==> src/rtl/uart_tx_pkg.sv <==
// uart_tx_pkg -- shared definitions for the UART transmit path.
//
// Holds the transmit-FSM state encoding and the TX output-mux select codes.
// The control FSM (uart_tx_fsm) and the downstream registered output mux both
// import this package, so a select code means the same thing on both sides.
//
// Contents:
//   tx_state_e  : FSM state encoding (IDLE, START, DATA, PARITY, STOP)
//   SEL_*       : 2-bit output-mux select codes
//   state_sel() : mux select that belongs to a given state
//   state_busy(): whether a given state is part of a frame
package uart_tx_pkg;

  typedef enum logic [2:0] {
    ST_IDLE   = 3'd0,
    ST_START  = 3'd1,
    ST_DATA   = 3'd2,
    ST_PARITY = 3'd3,
    ST_STOP   = 3'd4
  } tx_state_e;

  localparam logic [1:0] SEL_START = 2'b00;
  localparam logic [1:0] SEL_DATA  = 2'b01;
  localparam logic [1:0] SEL_PAR   = 2'b10;
  localparam logic [1:0] SEL_STOP  = 2'b11;

  // Line level while idle is the same as the stop bit, so IDLE shares SEL_STOP.
  function automatic logic [1:0] state_sel(input tx_state_e s);
    logic [1:0] sel;
    sel = SEL_STOP;
    case (s)
      ST_START:  sel = SEL_START;
      ST_DATA:   sel = SEL_DATA;
      ST_PARITY: sel = SEL_PAR;
      default:   sel = SEL_STOP;
    endcase
    return sel;
  endfunction

  function automatic logic state_busy(input tx_state_e s);
    return (s != ST_IDLE);
  endfunction

endpackage

==> src/rtl/uart_tx_fsm.sv <==
// uart_tx_fsm -- UART transmit control FSM (one UART bit per clock).
//
// Sequences a frame START -> DATA x DATA_WIDTH -> [PARITY] -> STOP and steers
// the serializer and the TX output mux. A frame is accepted when data_valid is
// high in IDLE or in the STOP cycle of the previous frame, which gives
// back-to-back frames with no idle gap while data_valid stays high.
//
// Ports:
//   CLK        : clock, one UART bit period per cycle
//   RST        : asynchronous active-high reset; aborts any frame in flight
//   data_valid : requester has a frame ready
//   par_en     : frame carries a parity bit (sampled at accept only)
//   ser_ld     : serializer load strobe, high in the accept cycle
//   ser_en     : serializer shift enable, high for every DATA cycle
//   mux_sel    : TX output-mux select (see uart_tx_pkg SEL_* codes)
//   busy       : a frame is in progress
module uart_tx_fsm
  import uart_tx_pkg::*;
#(
  parameter int DATA_WIDTH = 8
) (
  input  logic       CLK,
  input  logic       RST,
  input  logic       data_valid,
  input  logic       par_en,
  output logic       ser_ld,
  output logic       ser_en,
  output logic [1:0] mux_sel,
  output logic       busy
);

  localparam int CNT_W = (DATA_WIDTH > 1) ? $clog2(DATA_WIDTH) : 1;
  localparam logic [CNT_W-1:0] CNT_LAST = CNT_W'(DATA_WIDTH - 1);

  tx_state_e        state;
  tx_state_e        state_nxt;
  logic [CNT_W-1:0] bit_cnt;
  logic [CNT_W-1:0] cnt_nxt;
  logic             par_en_r;
  logic             par_nxt;
  logic             accept;

  // The load strobe has to coincide with the accept cycle so the serializer
  // captures the word the requester is presenting now; it is the only output
  // that depends on inputs, and it is gated by RST so nothing loads in reset.
  assign accept = data_valid && !RST && ((state == ST_IDLE) || (state == ST_STOP));
  assign ser_ld = accept;

  always_comb begin
    state_nxt = state;
    cnt_nxt   = bit_cnt;
    par_nxt   = par_en_r;
    case (state)
      ST_IDLE, ST_STOP: begin
        if (accept) begin
          state_nxt = ST_START;
          par_nxt   = par_en;
        end else begin
          state_nxt = ST_IDLE;
        end
      end
      ST_START: begin
        state_nxt = ST_DATA;
        cnt_nxt   = '0;
      end
      ST_DATA: begin
        if (bit_cnt == CNT_LAST) begin
          cnt_nxt   = '0;
          state_nxt = par_en_r ? ST_PARITY : ST_STOP;
        end else begin
          cnt_nxt = bit_cnt + CNT_W'(1);
        end
      end
      ST_PARITY: begin
        state_nxt = ST_STOP;
      end
      default: begin
        state_nxt = ST_IDLE;
        cnt_nxt   = '0;
      end
    endcase
  end

  // Outputs are registered from the next state, so they are exact decodes of
  // the state register with no combinational path from data_valid/par_en.
  always_ff @(posedge CLK or posedge RST) begin
    if (RST) begin
      state    <= ST_IDLE;
      bit_cnt  <= '0;
      par_en_r <= 1'b0;
      mux_sel  <= SEL_STOP;
      ser_en   <= 1'b0;
      busy     <= 1'b0;
    end else begin
      state    <= state_nxt;
      bit_cnt  <= cnt_nxt;
      par_en_r <= par_nxt;
      mux_sel  <= state_sel(state_nxt);
      ser_en   <= (state_nxt == ST_DATA);
      busy     <= state_busy(state_nxt);
    end
  end

endmodule

==> config.mk <==
export PLATFORM = sky130hd
export DESIGN_NAME = uart_tx_fsm
export DESIGN_NICKNAME = d
export VERILOG_FILES = /design/src/rtl/uart_tx_pkg.sv /design/src/rtl/uart_tx_fsm.sv
export SDC_FILE = /design/constraint.sdc
export NUM_CORES = 1
export LEC_CHECK = 0
export ABC_AREA = 1
export CORE_MARGIN = 3
export CORE_UTILIZATION = 28
export CTS_CLUSTER_SIZE = 10
export DETAILED_ROUTE_END_ITERATION = 16
export PLACE_DENSITY_LB_ADDON = 0.1
export SLEW_MARGIN = 20
export SYNTH_ARGS = -nofsm -noshare
export SYNTH_HDL_FRONTEND = slang
export SYNTH_SLANG_ARGS = --single-unit
==> constraint.sdc <==
create_clock -name CLK -period 1.1 [get_ports CLK]
set_input_delay 0.11 -clock CLK [delete_from_list [all_inputs] [get_ports CLK]]
set_output_delay 0.11 -clock CLK [all_outputs]
set_load 0.005 [all_outputs]
-- Word-level counts from Yosys, hierarchy flattened
Index checks and enable logic that the tools add are counted.
- register bits: 11
- input bits: 4
- output and inout port bits: 5
- logic and storage cells: 31
- $add $sub $neg: 1
- equal/unequal tests: 8
- mux-type cells: 7
- reduce and logical (&&, ||, !) cells: 9
- operators by type and width (operator ; count):
    3-bit by 2-bit == test with 1-bit output (second input constant) ; 4
    3-bit case mux with 4 select lines ; 1
    3-bit two-way mux ; 3
    3-bit by 1-bit == test with 1-bit output (second input constant) ; 2
    3-bit == test (second input constant) ; 2
    2-bit case mux with 3 select lines ; 1
    3-bit case mux with 2 select lines ; 1
    3-bit by 1-bit adder with 3-bit output (second input constant) ; 1
    3-bit zero test ; 1
    3-bit nonzero test ; 1
    3-bit OR reduction ; 1
    1-bit logical AND ; 2
    2-bit AND reduction ; 1
    2-bit OR reduction ; 1
    1-bit zero test ; 1
    1-bit logical OR ; 1
    1-bit two-way mux ; 1

-- Longest topological paths before layout
Gate-level depths: netlist of run 1.
- depth in word-level cells: 7
- depth in mapped cells: 8
- gate-level depth less buffers: 8

-- Least setup slack after synthesis of run 1
No wires, ideal clock.
- path kind: register to register
- start: register bit_cnt[0]
- end: register ser_en
- setup time: 0.121 ns
- data arrival time: 1.125 ns
- required time: 0.979 ns
- setup slack: -0.146 ns
- cell stages (with the launch flop): 7
- buffers on the path: 0
- clock period less this slack: 1.246 ns
- path through: dfrtp_1 > ha_1 > ha_1 > nand2_1 > nand2_1 > a21oi_1 > nor2_1
- longest elaborated chain between the ends: 4
- RTL lines (item ; line ; RTL):
    from (decl) ; uart_tx_fsm.sv:37 ; logic [CNT_W-1:0] bit_cnt;
    from (signal assigned) ; uart_tx_fsm.sv:96 ; bit_cnt <= cnt_nxt;
    3-bit == test ; uart_tx_fsm.sv:67 ; if (bit_cnt == CNT_LAST) begin
    3-bit two-way mux ; uart_tx_fsm.sv:67 ;
    3-bit case mux with 4 select lines ; uart_tx_fsm.sv:53 ; case (state)
    3-bit by 2-bit == test with 1-bit output ; uart_tx_fsm.sv:99 ; ser_en <= (state_nxt == ST_DATA);
    to (signal assigned) ; uart_tx_fsm.sv:99 ;
    to (decl) ; uart_tx_fsm.sv:27 ; output logic ser_en,
No other way between the ends.
A chain may end at the register's enable or synchronous reset.

-- Worst setup path after layout of run 1
Ends and elaborated chain as after synthesis.

==> results of run 1 <==
-- timing repair --
item,4_1_cts,5_1_grt
setup endpoints to repair,13,13
gates resized for setup,14,7
buffers inserted,0,0
pin swaps,3,3
-- logic make-up (layout without fill, tap and decap cells) --
logic type | after synthesis | in the layout | share of synthesized area (%)
and+or+nand+nor | 30 | 30 | 27.5
AOI/OAI and AO/OA | 3 | 3 | 3.67
DFF | 11 | 11 | 54.4
adders and majority gates | 2 | 2 | 4.90
buffers and inverters | 13 | 33 | 9.56
-- power groups by stage --
stage          Clock, mW  Sequential [mW]  Combinational (mW)
6_report           0.282            0.512               0.270
4_1_cts            0.292            0.512               0.265
5_1_grt            0.311            0.522               0.314
2_1_floorplan          0            0.523               0.136
3_3_place_gp           0            0.518               0.267
3_5_place_dp           0            0.518               0.270
-- worst max-delay path, stage by stage (launching register included) --
cell                      delay, ns
sky130_fd_sc_hd__dfrtp_1       0.39
sky130_fd_sc_hd__ha_2          0.20
sky130_fd_sc_hd__ha_4          0.17
sky130_fd_sc_hd__nand2_4       0.08
sky130_fd_sc_hd__nand2_4       0.06
sky130_fd_sc_hd__a21oi_4       0.13
sky130_fd_sc_hd__nor2_2        0.05
-- path summary, 6_finish.rpt --
| kind | from | end | slack [ns] | cells after the start |
|---|---|---|---|---|
| max in group asynchronous | RST | mux_sel[0] | 0.68 | 3 |
| worst max-delay path | bit_cnt[0] | ser_en | -0.09 | 6 |
| worst min register to register | bit_cnt[1] | bit_cnt[1] | 0.50 | 2 |
| worst min-delay path | RST | bit_cnt[2] | 0.19 | 3 |
| worst max register to register | bit_cnt[0] | ser_en | -0.09 | 6 |
| min in group CLK | par_en | par_en_r | 0.38 | 3 |
-- layer usage --
metal | vias up | wire (um) | GRT usage, % | share of wire, %
li1 | 216 | - | - | -
met1 | 189 | 488 | 11.9 | 50
met2 | 6 | 437 | 14.5 | 44
met3 | 2 | 43 | 3.68 | 4.4
met4 | 0 | 13 | 5.69 | 1.3
met5 | - | 0 | 0 | 0
-- state kept, by name, indices dropped and copies added, names as in the netlist --
name,flops
state,3
busy,1
ser_en,1
par_en_r,1
bit_cnt,3
mux_sel,2
-- layout by cell type, fill, tap and decap left out --
| master | instances |
|---|---|
| sky130_fd_sc_hd__clkdlybuf4s50_1 | 3 |
| sky130_fd_sc_hd__nand2_2 | 5 |
| sky130_fd_sc_hd__clkbuf_4 | 3 |
| sky130_fd_sc_hd__inv_1 | 11 |
| sky130_fd_sc_hd__nor2_4 | 1 |
| sky130_fd_sc_hd__clkbuf_1 | 1 |
| sky130_fd_sc_hd__a21oi_4 | 1 |
| sky130_fd_sc_hd__buf_6 | 1 |
| sky130_fd_sc_hd__ha_2 | 1 |
| sky130_fd_sc_hd__o21ai_1 | 1 |
| sky130_fd_sc_hd__clkbuf_2 | 2 |
| sky130_fd_sc_hd__nand4_1 | 1 |
| sky130_fd_sc_hd__nand2_4 | 2 |
| sky130_fd_sc_hd__nor2_1 | 1 |
| sky130_fd_sc_hd__nand2_1 | 14 |
| sky130_fd_sc_hd__nand3_2 | 2 |
| sky130_fd_sc_hd__dfrtp_1 | 9 |
| sky130_fd_sc_hd__nand3_1 | 2 |
| sky130_fd_sc_hd__inv_2 | 2 |
| sky130_fd_sc_hd__nor2_2 | 2 |
| sky130_fd_sc_hd__o21ai_2 | 1 |
| sky130_fd_sc_hd__dfstp_2 | 2 |
| sky130_fd_sc_hd__dlygate4sd2_1 | 2 |
| sky130_fd_sc_hd__ha_4 | 1 |
| sky130_fd_sc_hd__buf_4 | 8 |
-- final cells by class --
| class | instances | area share (%) |
|---|---|---|
| Clock buffer | 4 | 3.49 |
| Inverter | 13 | 6.49 |
| Multi-Input combinational cell | 35 | 31.9 |
| Sequential cell | 11 | 36.9 |
| Tap cell | 24 | 3.99 |
| Timing Repair Buffer | 16 | 17.1 |
-- through the flow --
step	area [sq um]	setup TNS (ns)	std cells	hold slack, ns	setup slack (ns)
final	752	-0.556	103	0.191	-0.0944
after global routing	752	-1.26	103	0.220	-0.166
after CTS	738	-0.573	103	0.203	-0.105
after detailed placement	704	-0.608	99	0.475	-0.273
after global placement	704	-0.626	99	0.476	-0.271
after floorplan	534	-0.121	59	-0.0235	-0.0515
==> results.txt, run 1 <==
----------------------------------------------------
[Power and ir drop]
  Internal cell power ... 750 uW
  Clk pwr share ... 26.5%
  Overall power after layout ... 1.06 mW
  Register share of total power ... 48.1%
  Logic pwr share ... 25.4%
  Leak Pwr ... 0.418 nW
  Peak supply drop ... 879 uV
  Switching power as a share of total power ... 29.5%
  Switching power summed over all nets ... 314 uW
  PwrDens ... 1420 nW/um^2

[Die]
  Die width ... 48.7 um
  Effective utilization at floorplan ... 31.7%
  Count of pins on the block boundary ... 9
  Number of rows created at floorplan ... 14
  Floorplan core area ... 1610 sq um
  DIE AREA ... 2370 sq um
  Die span in y ... 48.7 um

[Critical path]
  Critical path start-end classification ... register to register
  Worst-path fanout max ... 3
  Arr. time, crit path ... 1.35 ns
  Req. time, crit path ... 1.26 ns
  Sort of element at the start of the critical path ... register
  Endpoint kind of the worst setup timing path ... register

[Clock network]
  Root Buffer ... sky130_fd_sc_hd__clkbuf_4
  Post-cts hold buffer count ... 0
  Number of clock buffers inserted by TritonCTS ... 3
  Clock transition time at the flip-flop clock pins of the worst setup and hold paths ... 0.08 ns
  TritonCTS clock tree ... yes
  TritonCTS sink count ... 11
  Skew-Pair Late Insertion Delay ... 0.26 ns
  CTS max path bufs ... 2
  CTS HTree Levels ... 1

[Global routing]
  Total GRT Usage ... 9.72%
  Largest net degree at the start of global routing ... 12
  First-pass GRT wire length ... 1780 um
  Antenna violations before repair ... 0
  Number of global-route vias before repair ... 407
  GRT Residual Overflow ... 0

[Drt]
  Total vias in the final route ... 413
  Final routed wirelength across all metal layers ... 983 um
  Detail-routed via count per cell ... 4.01
  Number of detailed-routing iterations run before antenna repair ... 2
  Drt drc ... 0
  Number of DRC violations after detailed-routing iteration 0 ... 1
  Routed length per placed instance ... 9.54 um
  Antenna-violating nets left ... 0

[STA]
  RSZ-0062 raised after global routing ... yes
  # setup viols final ... 9
  Share of the clock period used by the worst path ... 109%
  Worst relative slew slack ... 85.7%
  Count of final hold-check violations ... 0
  Max Slew Vio Count ... 0
  Worst Slack Setup Final ... -0.0944 ns
  Slew @ Worst Pin ... 0.214 ns
  Clock skew ... 0.00173 ns
  Crit path time final ... 1.19 ns
  Maximum frequency from static timing analysis ... 837 MHz

[Synthesis]
  Nets in the synthesized netlist ... 65
  Top cells by count, synth ... sky130_fd_sc_hd__nand2_1, sky130_fd_sc_hd__inv_1, sky130_fd_sc_hd__dfrtp_1
  Largest area contributor in the synthesized netlist ... sky130_fd_sc_hd__dfrtp_1
  Primary FF master, synth ... sky130_fd_sc_hd__dfrtp_1
  Synth async-reset ratio ... 100%
  Number of unique standard cell types used by synthesis ... 16
  Cell area after synthesis ... 510 sq um
  Number of synthesized register bits ... 11
  Most area-consuming cells after synthesis ... sky130_fd_sc_hd__dfrtp_1, sky130_fd_sc_hd__nand2_1, sky130_fd_sc_hd__dfstp_2, sky130_fd_sc_hd__inv_1, sky130_fd_sc_hd__ha_1
  Yosys synthesis warning count ... 0
  Average cell area after synthesis ... 8.65 sq um
  Part of the Yosys area used for sequential elements ... 54.4%
  Fraction of synthesized cell area taken by the top area cell type ... 44.1%
  Post-Syn Instances ... 59
  Post-synth EDFFs ... 0
  Library cell with the highest instance count after synthesis ... sky130_fd_sc_hd__nand2_1

[Finish]
  Storage cell area ... 278 sq um
  Fraction of final layout cells sized beyond drive strength 1 ... 43.0%
  Number of antenna cells inserted ... 0
  Net total in the final layout ... 86
  Fillers ... 175
  Final design utilization ... 46.7%
  Relative area change from synthesis to final layout ... 47.3%
  Area of the multi-input gates ... 240 sq um

[Status]
  Outcome ... finished with violations
  Violations in the final reports ... setup timing

[Worst hold path]
  Path class of the lowest-slack min-delay path ... input port to async pin

[Placed design]
  GP Congestion ... 0.731
  Port Buf Inserts ... 8
  Detailed-placement wirelength estimate ... 744 um

[Run]
  Max-Cap Viols ... 0

----------------------------------------------------
No activity file was read; power rests on OpenSTA's default activity.
==> run 2, diff against run 1 <==
--- a/config.mk
+++ b/config.mk
@@ -10,6 +10,7 @@
 export CORE_UTILIZATION = 28
 export CTS_CLUSTER_SIZE = 10
 export DETAILED_ROUTE_END_ITERATION = 16
+export MAX_ROUTING_LAYER = met4
 export PLACE_DENSITY_LB_ADDON = 0.1
 export SLEW_MARGIN = 20
 export SYNTH_ARGS = -nofsm -noshare
==> results of run 2 <==
Final layout, timing and power as in run 1 (identical DEF).
Among the figures that moved: final weighted congestion in routability-driven placement 0.731 -> 0.739; overall routing resource usage 9.72% -> 9.99%
